$ cat config.mk
export PLATFORM = sky130hd
export DESIGN_NAME = issue_ctrl
export DESIGN_NICKNAME = d
export VERILOG_FILES = /design/src/rtl/issue_ctrl_pkg.sv /design/src/rtl/issue_ctrl_scoreboard.sv /design/src/rtl/issue_ctrl.sv
export SDC_FILE = /design/constraint.sdc
export NUM_CORES = 1
export LEC_CHECK = 0
export ABC_AREA = 0
export CAP_MARGIN = 20
export CORE_MARGIN = 2
export CORE_UTILIZATION = 41
export DETAILED_ROUTE_END_ITERATION = 10
export PLACE_DENSITY_LB_ADDON = 0.15
export RECOVER_POWER = 25
export REMOVE_ABC_BUFFERS = 1
export SLEW_MARGIN = 20
export SYNTH_ARGS = -nofsm -noshare
export SYNTH_HDL_FRONTEND = slang
export SYNTH_SLANG_ARGS = --single-unit
$ cat constraint.sdc
create_clock -name clk -period 3.8 [get_ports clk]
set_clock_uncertainty 0.05 [all_clocks]
set_input_delay 0.76 -clock clk [delete_from_list [all_inputs] [get_ports clk]]
set_output_delay 0.76 -clock clk [all_outputs]
set_load 0.01 [all_outputs]
$ cat src/rtl/issue_ctrl_pkg.sv
// Shared definitions for the issue controller: decoder enable bit positions,
// trap causes and issue FSM states.
package issue_ctrl_pkg;

    localparam int unsigned EnRs1   = 0;
    localparam int unsigned EnRs2   = 1;
    localparam int unsigned EnRd    = 2;
    localparam int unsigned EnMread = 3;
    localparam int unsigned EnMwrite = 4;

    typedef enum logic [1:0] {
        CauseNone    = 2'b00,
        CauseIllegal = 2'b01,
        CauseEcall   = 2'b10,
        CauseEbreak  = 2'b11
    } trap_cause_e;

    typedef enum logic [1:0] {
        StRun,
        StDrain,
        StTrap,
        StHalt
    } issue_state_e;

    // Illegal encoding outranks ebreak, which outranks ecall.
    function automatic trap_cause_e decode_cause(input logic illegal, input logic [1:0] env);
        if (illegal) begin
            return CauseIllegal;
        end else if (env[1]) begin
            return CauseEbreak;
        end else if (env[0]) begin
            return CauseEcall;
        end
        return CauseNone;
    endfunction

endpackage

$ cat src/rtl/issue_ctrl_scoreboard.sv
// Register scoreboard: one busy bit per architectural register, x0 never busy.
module issue_ctrl_scoreboard #(
    parameter int unsigned RF_SIZE = 5
) (
    input  logic                      clk,
    input  logic                      rst,
    input  logic                      set_en,
    input  logic [RF_SIZE-1:0]        set_idx,
    input  logic                      clr_en,
    input  logic [RF_SIZE-1:0]        clr_idx,
    input  logic                      flush,
    output logic [(2**RF_SIZE)-1:0]   busy
);

    logic [(2**RF_SIZE)-1:0] busy_d, busy_q;

    always_comb begin
        busy_d = busy_q;
        if (clr_en) begin
            busy_d[clr_idx] = 1'b0;
        end
        // A new issue to the register retiring this cycle must stay busy.
        if (set_en) begin
            busy_d[set_idx] = 1'b1;
        end
        busy_d[0] = 1'b0;
        if (flush) begin
            busy_d = '0;
        end
    end

    always_ff @(posedge clk or posedge rst) begin
        if (rst) begin
            busy_q <= '0;
        end else begin
            busy_q <= busy_d;
        end
    end

    assign busy = busy_q;

endmodule

$ cat src/rtl/issue_ctrl.sv
// In-order issue controller: scoreboard-based hazard stall, in-flight limit,
// and a drain-then-trap sequence for decoder-reported exceptions.
module issue_ctrl
    import issue_ctrl_pkg::*;
#(
    parameter int unsigned RF_SIZE      = 5,
    parameter int unsigned MAX_INFLIGHT = 4,
    parameter int unsigned CNT_W        = $clog2(MAX_INFLIGHT + 1)
) (
    input  logic                         clk,
    input  logic                         rst,
    input  logic                         id_valid_i,
    output logic                         id_ready_o,
    input  logic [4:0]                   enable_i,
    input  logic [2:0][RF_SIZE-1:0]      regi_i,
    input  logic                         decode_error_i,
    input  logic [1:0]                   env_exception_i,
    output logic                         ex_valid_o,
    input  logic                         ex_ready_i,
    input  logic                         wb_valid_i,
    input  logic                         wb_we_i,
    input  logic [RF_SIZE-1:0]           wb_rd_i,
    input  logic                         flush_i,
    output logic                         trap_o,
    output logic [1:0]                   trap_cause_o,
    output logic [(2**RF_SIZE)-1:0]      busy_o,
    output logic [CNT_W-1:0]             inflight_o
);

    issue_state_e state_d, state_q;
    trap_cause_e  cause_d, cause_q;
    logic [CNT_W-1:0] inflight_d, inflight_q;
    logic [(2**RF_SIZE)-1:0] busy;

    logic exc, hazard, full, fire, wb_dec;
    logic [RF_SIZE-1:0] rs1, rs2, rd;

    // Memory enables do not affect issue; only the register enables gate hazards.
    logic unused_mem_en;
    assign unused_mem_en = ^enable_i[EnMwrite:EnMread];

    assign rs1 = regi_i[EnRs1];
    assign rs2 = regi_i[EnRs2];
    assign rd  = regi_i[EnRd];

    assign exc    = decode_error_i | (|env_exception_i);
    assign hazard = (enable_i[EnRs1] & busy[rs1]) |
                    (enable_i[EnRs2] & busy[rs2]) |
                    (enable_i[EnRd]  & busy[rd]);
    assign full   = (inflight_q == CNT_W'(MAX_INFLIGHT));

    always_comb begin
        state_d    = state_q;
        cause_d    = cause_q;
        ex_valid_o = 1'b0;
        id_ready_o = 1'b0;
        trap_o     = 1'b0;
        fire       = 1'b0;
        unique case (state_q)
            StRun: begin
                if (flush_i) begin
                    // Nothing is accepted while the pipeline is being killed.
                end else if (id_valid_i && exc) begin
                    id_ready_o = 1'b1;
                    cause_d    = decode_cause(decode_error_i, env_exception_i);
                    state_d    = StDrain;
                end else begin
                    ex_valid_o = id_valid_i & ~hazard & ~full;
                    fire       = ex_valid_o & ex_ready_i;
                    id_ready_o = fire;
                end
            end
            StDrain: begin
                if (inflight_q == '0) begin
                    state_d = StTrap;
                end
            end
            StTrap: begin
                trap_o  = 1'b1;
                state_d = StHalt;
            end
            StHalt: begin
            end
            default: state_d = StRun;
        endcase
        if (flush_i) begin
            state_d = StRun;
            cause_d = CauseNone;
        end
    end

    assign trap_cause_o = (state_q == StTrap) ? cause_q : CauseNone;

    // Retire at zero outstanding is dropped so the counter never wraps.
    assign wb_dec = wb_valid_i && (inflight_q != '0);

    always_comb begin
        inflight_d = inflight_q;
        if (fire && !wb_dec) begin
            inflight_d = inflight_q + CNT_W'(1);
        end else if (!fire && wb_dec) begin
            inflight_d = inflight_q - CNT_W'(1);
        end
        if (flush_i) begin
            inflight_d = '0;
        end
    end

    always_ff @(posedge clk or posedge rst) begin
        if (rst) begin
            state_q    <= StRun;
            cause_q    <= CauseNone;
            inflight_q <= '0;
        end else begin
            state_q    <= state_d;
            cause_q    <= cause_d;
            inflight_q <= inflight_d;
        end
    end

    issue_ctrl_scoreboard #(
        .RF_SIZE (RF_SIZE)
    ) u_scoreboard (
        .clk     (clk),
        .rst     (rst),
        .set_en  (fire & enable_i[EnRd]),
        .set_idx (rd),
        .clr_en  (wb_valid_i & wb_we_i),
        .clr_idx (wb_rd_i),
        .flush   (flush_i),
        .busy    (busy)
    );

    assign busy_o     = busy;
    assign inflight_o = inflight_q;

endmodule

==> results.yml, run 1 <==
status:
  status: "finished, violations left"
  violations: "capacitance limit, slew limit"
place:
  gp_congestion: 0.877
  hpwl_um: 7100
  postPlaceCellArea_sq_um: 4040
  port_buffers: 71
timing:
  max_slew_margin_pct: -44.0
  timing.fmax_ghz: 0.267
  tightest_slew_ns: 2.16
  finalCritPeriodShare_pct: 98.7
  hold_viol: 0
  finalCriticalPeriod_ns: 3.75
  slew_violations: 39
  setup_viol: 0
yosys:
  synth_cells: 317
  async_reset_ff_share_pct: 100
  synth.distinct_cells: 52
  synth_seq_area_share_pct: 31.8
  synth_edf_count: 0
  syn_area_sq_um: 2990
  ys_ff_latch: 38
  ys.flop_type: "dfrtp_1"
  synth_warnings: 0
  syn_area_per_cell_sq_um: 9.43
worst_setup_path:
  regToRegSetupSlack_ns: 0.77
  crit_path_frequent_cell: "o22ai_1"
  worst_path_max_delay_cell: "clkdlybuf4s50_1"
  slowest_delay_ns: 0.50
  required_ns: 2.99
  path_class: "in -> out"
  timing.rr.start: "u_scoreboard.busy[31]"
  rr_endpoint: "inflight_o[2]"
  r2r_cells: 10
  cp_max_fo: 7
  start_kind: "input port"
  endpoint_kind: "primary output"
  worstPathArrival_ns: 2.94
  crit_chain: "clkdlybuf4s50_1 -> buf_4 -> or3b_2 -> o22ai_1 -> nor4_2 -> o22ai_1 -> nand2_1 -> a31oi_1 -> nor2_1 -> buf_2"
cells_and_area:
  area_growth_pct: 42.0
  antenna_cells: 0
  fill_cells: 628
  drive_gt1_share_pct: 21.6
  nets: 459
  design_area_sq_um: 4250
clock_tree:
  cts.sinks: 38
  clk_latency_ns: 0.30
  max-clock-path-buffers: 2
  clkTransAtPathRegs_ns: 0.07
  htreeDepth: 2
  cts_tree: "done"
  hold_buffers: 0
  clockRootBuffer: "clkbuf_8"
  cts_buffers: 5
detailed_routing:
  met1_length_um: 4240
  via_per_inst: 5.74
  vias: 2985
  wl_per_cell_um: 18.6
  routed-wl-met3_um: 658
  drt.antenna.violating_nets: 0
  wl_met2_um: 4580
  dr.pass1.iters: 5
  wirelength_um: 9660
  drc: 0
  top_layer: "met4"
  drtIter0Drc: 172
global_route:
  grt_max_degree: 42
  grt_pass1_vias: 2928
  antenna_found_initial: 0
  grt_pass1_wl_um: 15100
  overflow: 0
  grt_usage_pct: 25.1
hold_path:
  hold_start: "state_q[1]"
  hold_path.class: "reg -> reg"
  holdPathStages: 2
  holdPathEnd: "state_q[1]"
floorplan:
  core_sq_um: 7180
  start_util_pct: 41.7
  die_h_um: 89.4
  core.rowCount: 31
  die_area_sq_um: 7990
  boundaryPins: 75
  die_x_um: 89.4
run:
  max_cap_violations: 1
power:
  total_leakage_power_nw: 1.68
  vdd_ir_drop_max_uv: 282
  cellPowerDensity_nw_per_um2: 284
  power_w: 0.00121
[metrics by stage]
stage / instances / util [%] / setup slack (ns) / hold WS, ns / TNS, ns
global route: 520 / 59.2 / -0.0472 / 0.536 / -0.0472
floorplan: 299 / - / 0.442 / 0.425 / 0
CTS: 520 / 58.6 / 0.0383 / 0.496 / 0
global placement: 509 / 56.3 / -0.499 / 0.448 / -1.40
finish: 520 / 59.2 / 0.0501 / 0.490 / 0
detailed placement: 509 / 56.3 / -0.538 / 0.480 / -1.45
[sequential cells by signal, indices dropped and copies added, names as in the netlist]
name	cells
cause_q	2
u_scoreboard.busy	31
inflight_o	3
state_q	2
[how the worst max path moves through the flow]
stage	startpoint	endpoint	slack, ns
after floorplan	regi_i[6]	inflight_o[2]	0.44
after global placement	regi_i[1]	id_ready_o	-0.50
after detailed placement	regi_i[1]	id_ready_o	-0.54
after CTS	regi_i[7]	id_ready_o	0.04
after global routing	regi_i[11]	id_ready_o	-0.05
final	regi_i[13]	id_ready_o	0.05
[routing by layer]
layer	global-route usage, %	vias to the layer above
met5	0	-
met4	8.01	0
met3	4.25	20
met2	40.7	130
met1	34.4	1443
li1	-	1392
[synthesized netlist by cell type (4+ instances only)]
| cell | instances | area, sq um |
|---|---|---|
| nand3b_1 | 8 | 60.1 |
| nand2_1 | 12 | 45.0 |
| mux2i_1 | 18 | 180 |
| nor2_1 | 21 | 78.8 |
| nand2b_1 | 10 | 62.6 |
| o21ai_0 | 49 | 245 |
| buf_2 | 5 | 25.0 |
| mux4_2 | 14 | 315 |
| nand3_1 | 5 | 25.0 |
| nor4_1 | 4 | 25.0 |
| inv_1 | 13 | 48.8 |
| a21oi_1 | 11 | 55.1 |
| o32ai_1 | 4 | 35.0 |
| clkbuf_1 | 9 | 33.8 |
| dfrtp_1 | 38 | 951 |
| and2_1 | 5 | 31.3 |
| mux2_2 | 8 | 90.1 |
| nor2b_1 | 25 | 156 |
| o22ai_1 | 5 | 31.3 |
[layout by cell type (no fill, tap or decap), drive strengths merged, types with 3 or more instances in the layout]
master,Yosys,layout
o32ai,5,5
inv,13,13
dfrtp,38,38
nor2b,25,25
buf,9,44
nand2b,10,10
a21oi,11,11
nand3b,8,8
nand4b,3,3
nor2,21,21
and3,3,3
nand3,5,5
ha,3,3
and2,5,5
or3b,3,3
o21ai,49,49
clkbuf,9,8
nand2,12,12
or3,3,3
o22ai,5,5
mux2i,18,18
dlymetal6s2s,0,3
mux2,8,8
a311oi,3,3
mux4,14,14
nor4,4,4
clkdlybuf4s50,0,61
[layout make-up]
type / instances / area, sq um / area share, %
clock inverters: 1 / 5.00 / 0.118
multi-input cells: 248 / 1980 / 46.7
repair buffers: 114 / 1050 / 24.7
flip-flops and latches: 38 / 951 / 22.4
well taps: 99 / 124 / 2.92
inverters: 13 / 48.8 / 1.15
clock buffers: 7 / 86.3 / 2.03
[where the power goes]
group          switching, W  internal [W]  total, W
combinational      0.000227      0.000223  0.000449
sequential        0.0000245      0.000432  0.000456
clock              0.000154      0.000147  0.000301
[repair_timing]
action	in CTS	in global routing
pin swaps	5	2
endpoints found under the setup margin	3	2
buffers inserted	3	0
gates cloned	0	0
gates resized for setup	22	10
[cell families after synthesis]
kind of cell | Yosys count | share of synthesized area (%)
compound gates | 88 | 18.8
other cells | 1 | 0.125
buf+inv | 31 | 4.85
mux | 40 | 19.6
xor+xnor | 1 | 0.293
simple gates | 114 | 22.6
fa+ha+maj | 4 | 1.92
flops | 38 | 31.8
[worst max-delay path: cells and delay by family]
kind                   cells  cell delay (ns)
buffers and inverters      3             0.85
AO/OA/AOI/OAI              3             0.56
AND/OR/NAND/NOR            4             0.78
No activity file was read; power rests on OpenSTA's default activity.
==> inputs of run 2 (changes only) <==
--- a/config.mk
+++ b/config.mk
@@ -17,3 +17,4 @@
 export SYNTH_ARGS = -nofsm -noshare
 export SYNTH_HDL_FRONTEND = slang
 export SYNTH_SLANG_ARGS = --single-unit
+export TNS_END_PERCENT = 30
==> results of run 2 <==
Final layout, timing and power as in run 1 (identical DEF).
==> RTL edit (flow settings as in run 1) <==
`MAX_INFLIGHT`: 4 -> 2.
--- a/src/rtl/issue_ctrl.sv
+++ b/src/rtl/issue_ctrl.sv
@@ -4,7 +4,7 @@
     import issue_ctrl_pkg::*;
 #(
     parameter int unsigned RF_SIZE      = 5,
-    parameter int unsigned MAX_INFLIGHT = 4,
+    parameter int unsigned MAX_INFLIGHT = 2,
     parameter int unsigned CNT_W        = $clog2(MAX_INFLIGHT + 1)
 ) (
     input  logic                         clk,
Ports: changed (resized inflight_o); port bits go from 75 to 74. The function was not compared with the original's and may differ.
==> RTL edit against run 1 <==
  * The flow still finishes with violations (max-capacitance violations, max-slew violations)
  * Worst setup slack gained 50 ps
  * Wire length decreased by 1.4%
  * Final cell count fell by 3.1%
  * Design area fell by 3.5%
  * Sequential cell count is 1 lower
  * Clock power is 19% higher
  * Synthesized area shrank 3.6%
  * Synthesized cell count fell by 3.5%
  * Sequential power is 7.7% lower
  * Power shrank 11%
  * Critical path type unchanged
  * Critical endpoint is now ex_valid_o
  * Largest cell class unchanged
  * Largest power group unchanged
==> RTL edit: results (changes against run 1) <==
gpl congestion -> 0.886 (was 0.877)
Post-synth top cells -> 50 x o21ai_0, 37 x dfrtp_1, 27 x nand2_1 (was 49 x o21ai_0, 38 x dfrtp_1, 25 x nor2b_1)
XOR/XNOR Fraction of Synth Area -> 0% (was 0.293%)
Max Slew Vio Count -> 38 (was 39)
port bufs -> 70 (was 71)
Layout Nets -> 445 (was 459)
fraction of layout cells with a size suffix above 1 -> 17.9% (was 21.6%)
Synth Area in Adders -> 1.30% (was 1.92%)
drt wl/cell -> 18.9 um (was 18.6 um)
Hold Path Class -> register to register (unchanged)
Total GRT Usage -> 25.8% (was 25.1%)
Mapped Avg Cell Area -> 9.42 um2 (was 9.43 um2)
Worst Path Arrival -> 2890 ps (was 2940 ps)
Distinct cells, synth -> 47 (was 52)
Max-Cap Viols -> 1 (unchanged)
Placed Cells -> 493 (was 509)
fraction of registers with async set/reset -> 100% (unchanged)
Clock Latency Late Sink -> 300 ps (about the same)
Max VDD drop -> 0.000145 V (was 0.000282 V)
Static Leakage -> 1.67 nW (was 1.68 nW)
Starting DRT DRC Count -> 242 (was 172)
Compound-Gate Fraction of Synth Area -> 16.4% (was 18.8%)
hpwl dp -> 7.24 mm (was 7.10 mm)
worst setup path startpoint -> regi_i[11] (was regi_i[13])
top_reg_cell synth -> dfrtp_1 (unchanged)
vias per cell -> 5.88 (was 5.74)
RR Startpoint -> u_scoreboard.busy[19] (was u_scoreboard.busy[31])
failing checks -> max-capacitance violations, max-slew violations (unchanged)
sequential area share after synthesis -> 32.1% (was 31.8%)
vias in the first global route -> 2920 (was 2928)
R2R depth -> 9 (was 10)
Setup crit end -> ex_valid_o (was id_ready_o)
first-pass GRT wire length -> 15.1 mm (about the same)
leading post-synthesis cells by cell area -> dfrtp_1 32%, o21ai_0 8.7%, mux4_2 7.0% (was dfrtp_1 32%, mux4_2 11%, o21ai_0 8.2%)
Crit path max-delay family -> buffers and inverters (unchanged)
Rel. slew slack -> -33.4% (was -44.0%)
Root Buffer -> clkbuf_8 (unchanged)
largest net degree at the start of global routing -> 41 (was 42)
mux share of post-synthesis cell area -> 21.2% (was 19.6%)
drt first pass iters -> 5 (unchanged)
outcome -> finished, violations left (unchanged)
Pint -> 0.767 mW (was 0.801 mW)
n_diodes -> 0 (unchanged)
Layout Cells excl Fill -> 504 (was 520)
Crit Path Max Fanout -> 13 (was 7)
RTL edit: changes by cell type after synthesis, sizes merged, moves of 5 or more:
cell | run 1 | this run
a21oi | 11 | 5
nor2 | 21 | 13
o22ai | 5 | 0
nand2 | 12 | 27
nand3b | 8 | 22
RTL edit: repair_timing:
action / 4_1_cts / 5_1_grt
buffers inserted: 3 / 0
resized for setup: 16 / 9
pin swaps: 3 / 4
endpoints found under the setup margin: 2 / 2
RTL edit: how the worst min path moves through the flow:
stage / startpoint / end / depth (start not counted)
5_1_grt: state_q[1] / state_q[1] / 2
2_1_floorplan: state_q[1] / state_q[1] / 2
6_report: state_q[1] / state_q[1] / 2
4_1_cts: state_q[1] / state_q[1] / 2
3_3_place_gp: state_q[1] / state_q[1] / 2
3_5_place_dp: state_q[1] / state_q[1] / 2
RTL edit: cells by family after synthesis:
group | count (synthesis)
multiplexers | 38
flip-flops | 37
AO/OA/AOI/OAI | 79
buffers and inverters | 27
adder cells (fa/ha/maj) | 3
AND/OR/NAND/NOR | 121
other | 1
RTL edit: power by group through the flow:
stage	clock, mW	combinational, mW	sequential, mW
after floorplan	0	0.147	0.427
after global placement	0	0.285	0.428
after detailed placement	0	0.291	0.429
after CTS	0.365	0.296	0.421
after global routing	0.383	0.325	0.424
final	0.357	0.296	0.421
RTL edit: final cells by class:
class,instances,area [um2]
clock inverters,1,30.0
well taps,96,120
clock buffers,7,86.3
repair buffers,111,1020
fillers,610,2700
flip-flops and latches,37,926
inverters,10,37.5
multi-input cells,242,1880
RTL edit: stage by stage:
stage | hold slack, ps | setup WS [ps] | util (%) | power (mW) | instance area, um2
3_5_place_dp | 503 | -568 | 57.7 | 0.720 | 3920
6_report | 512 | 99.9 | 60.3 | 1.07 | 4100
3_3_place_gp | 481 | -527 | 57.7 | 0.713 | 3920
2_1_floorplan | 463 | 597 | - | 0.574 | 2800
4_1_cts | 522 | -2.36 | 60.0 | 1.08 | 4080
5_1_grt | 558 | 1.41 | 60.3 | 1.13 | 4100
RTL edit: tightest hold or removal path: stages, from the launching register on:
cell and delay, ps:
dfrtp_1 370, mux2i_1 70, nor2_1 80
RTL edit: layer usage:
metal / up-vias / GRT usage [%] / share of wire, %
met4: 0 / 8.11 / 2.0
met5: - / 0 / 0
met2: 147 / 43.5 / 49
met3: 19 / 4.24 / 7.3
met1: 1442 / 34.0 / 42
li1: 1354 / - / -
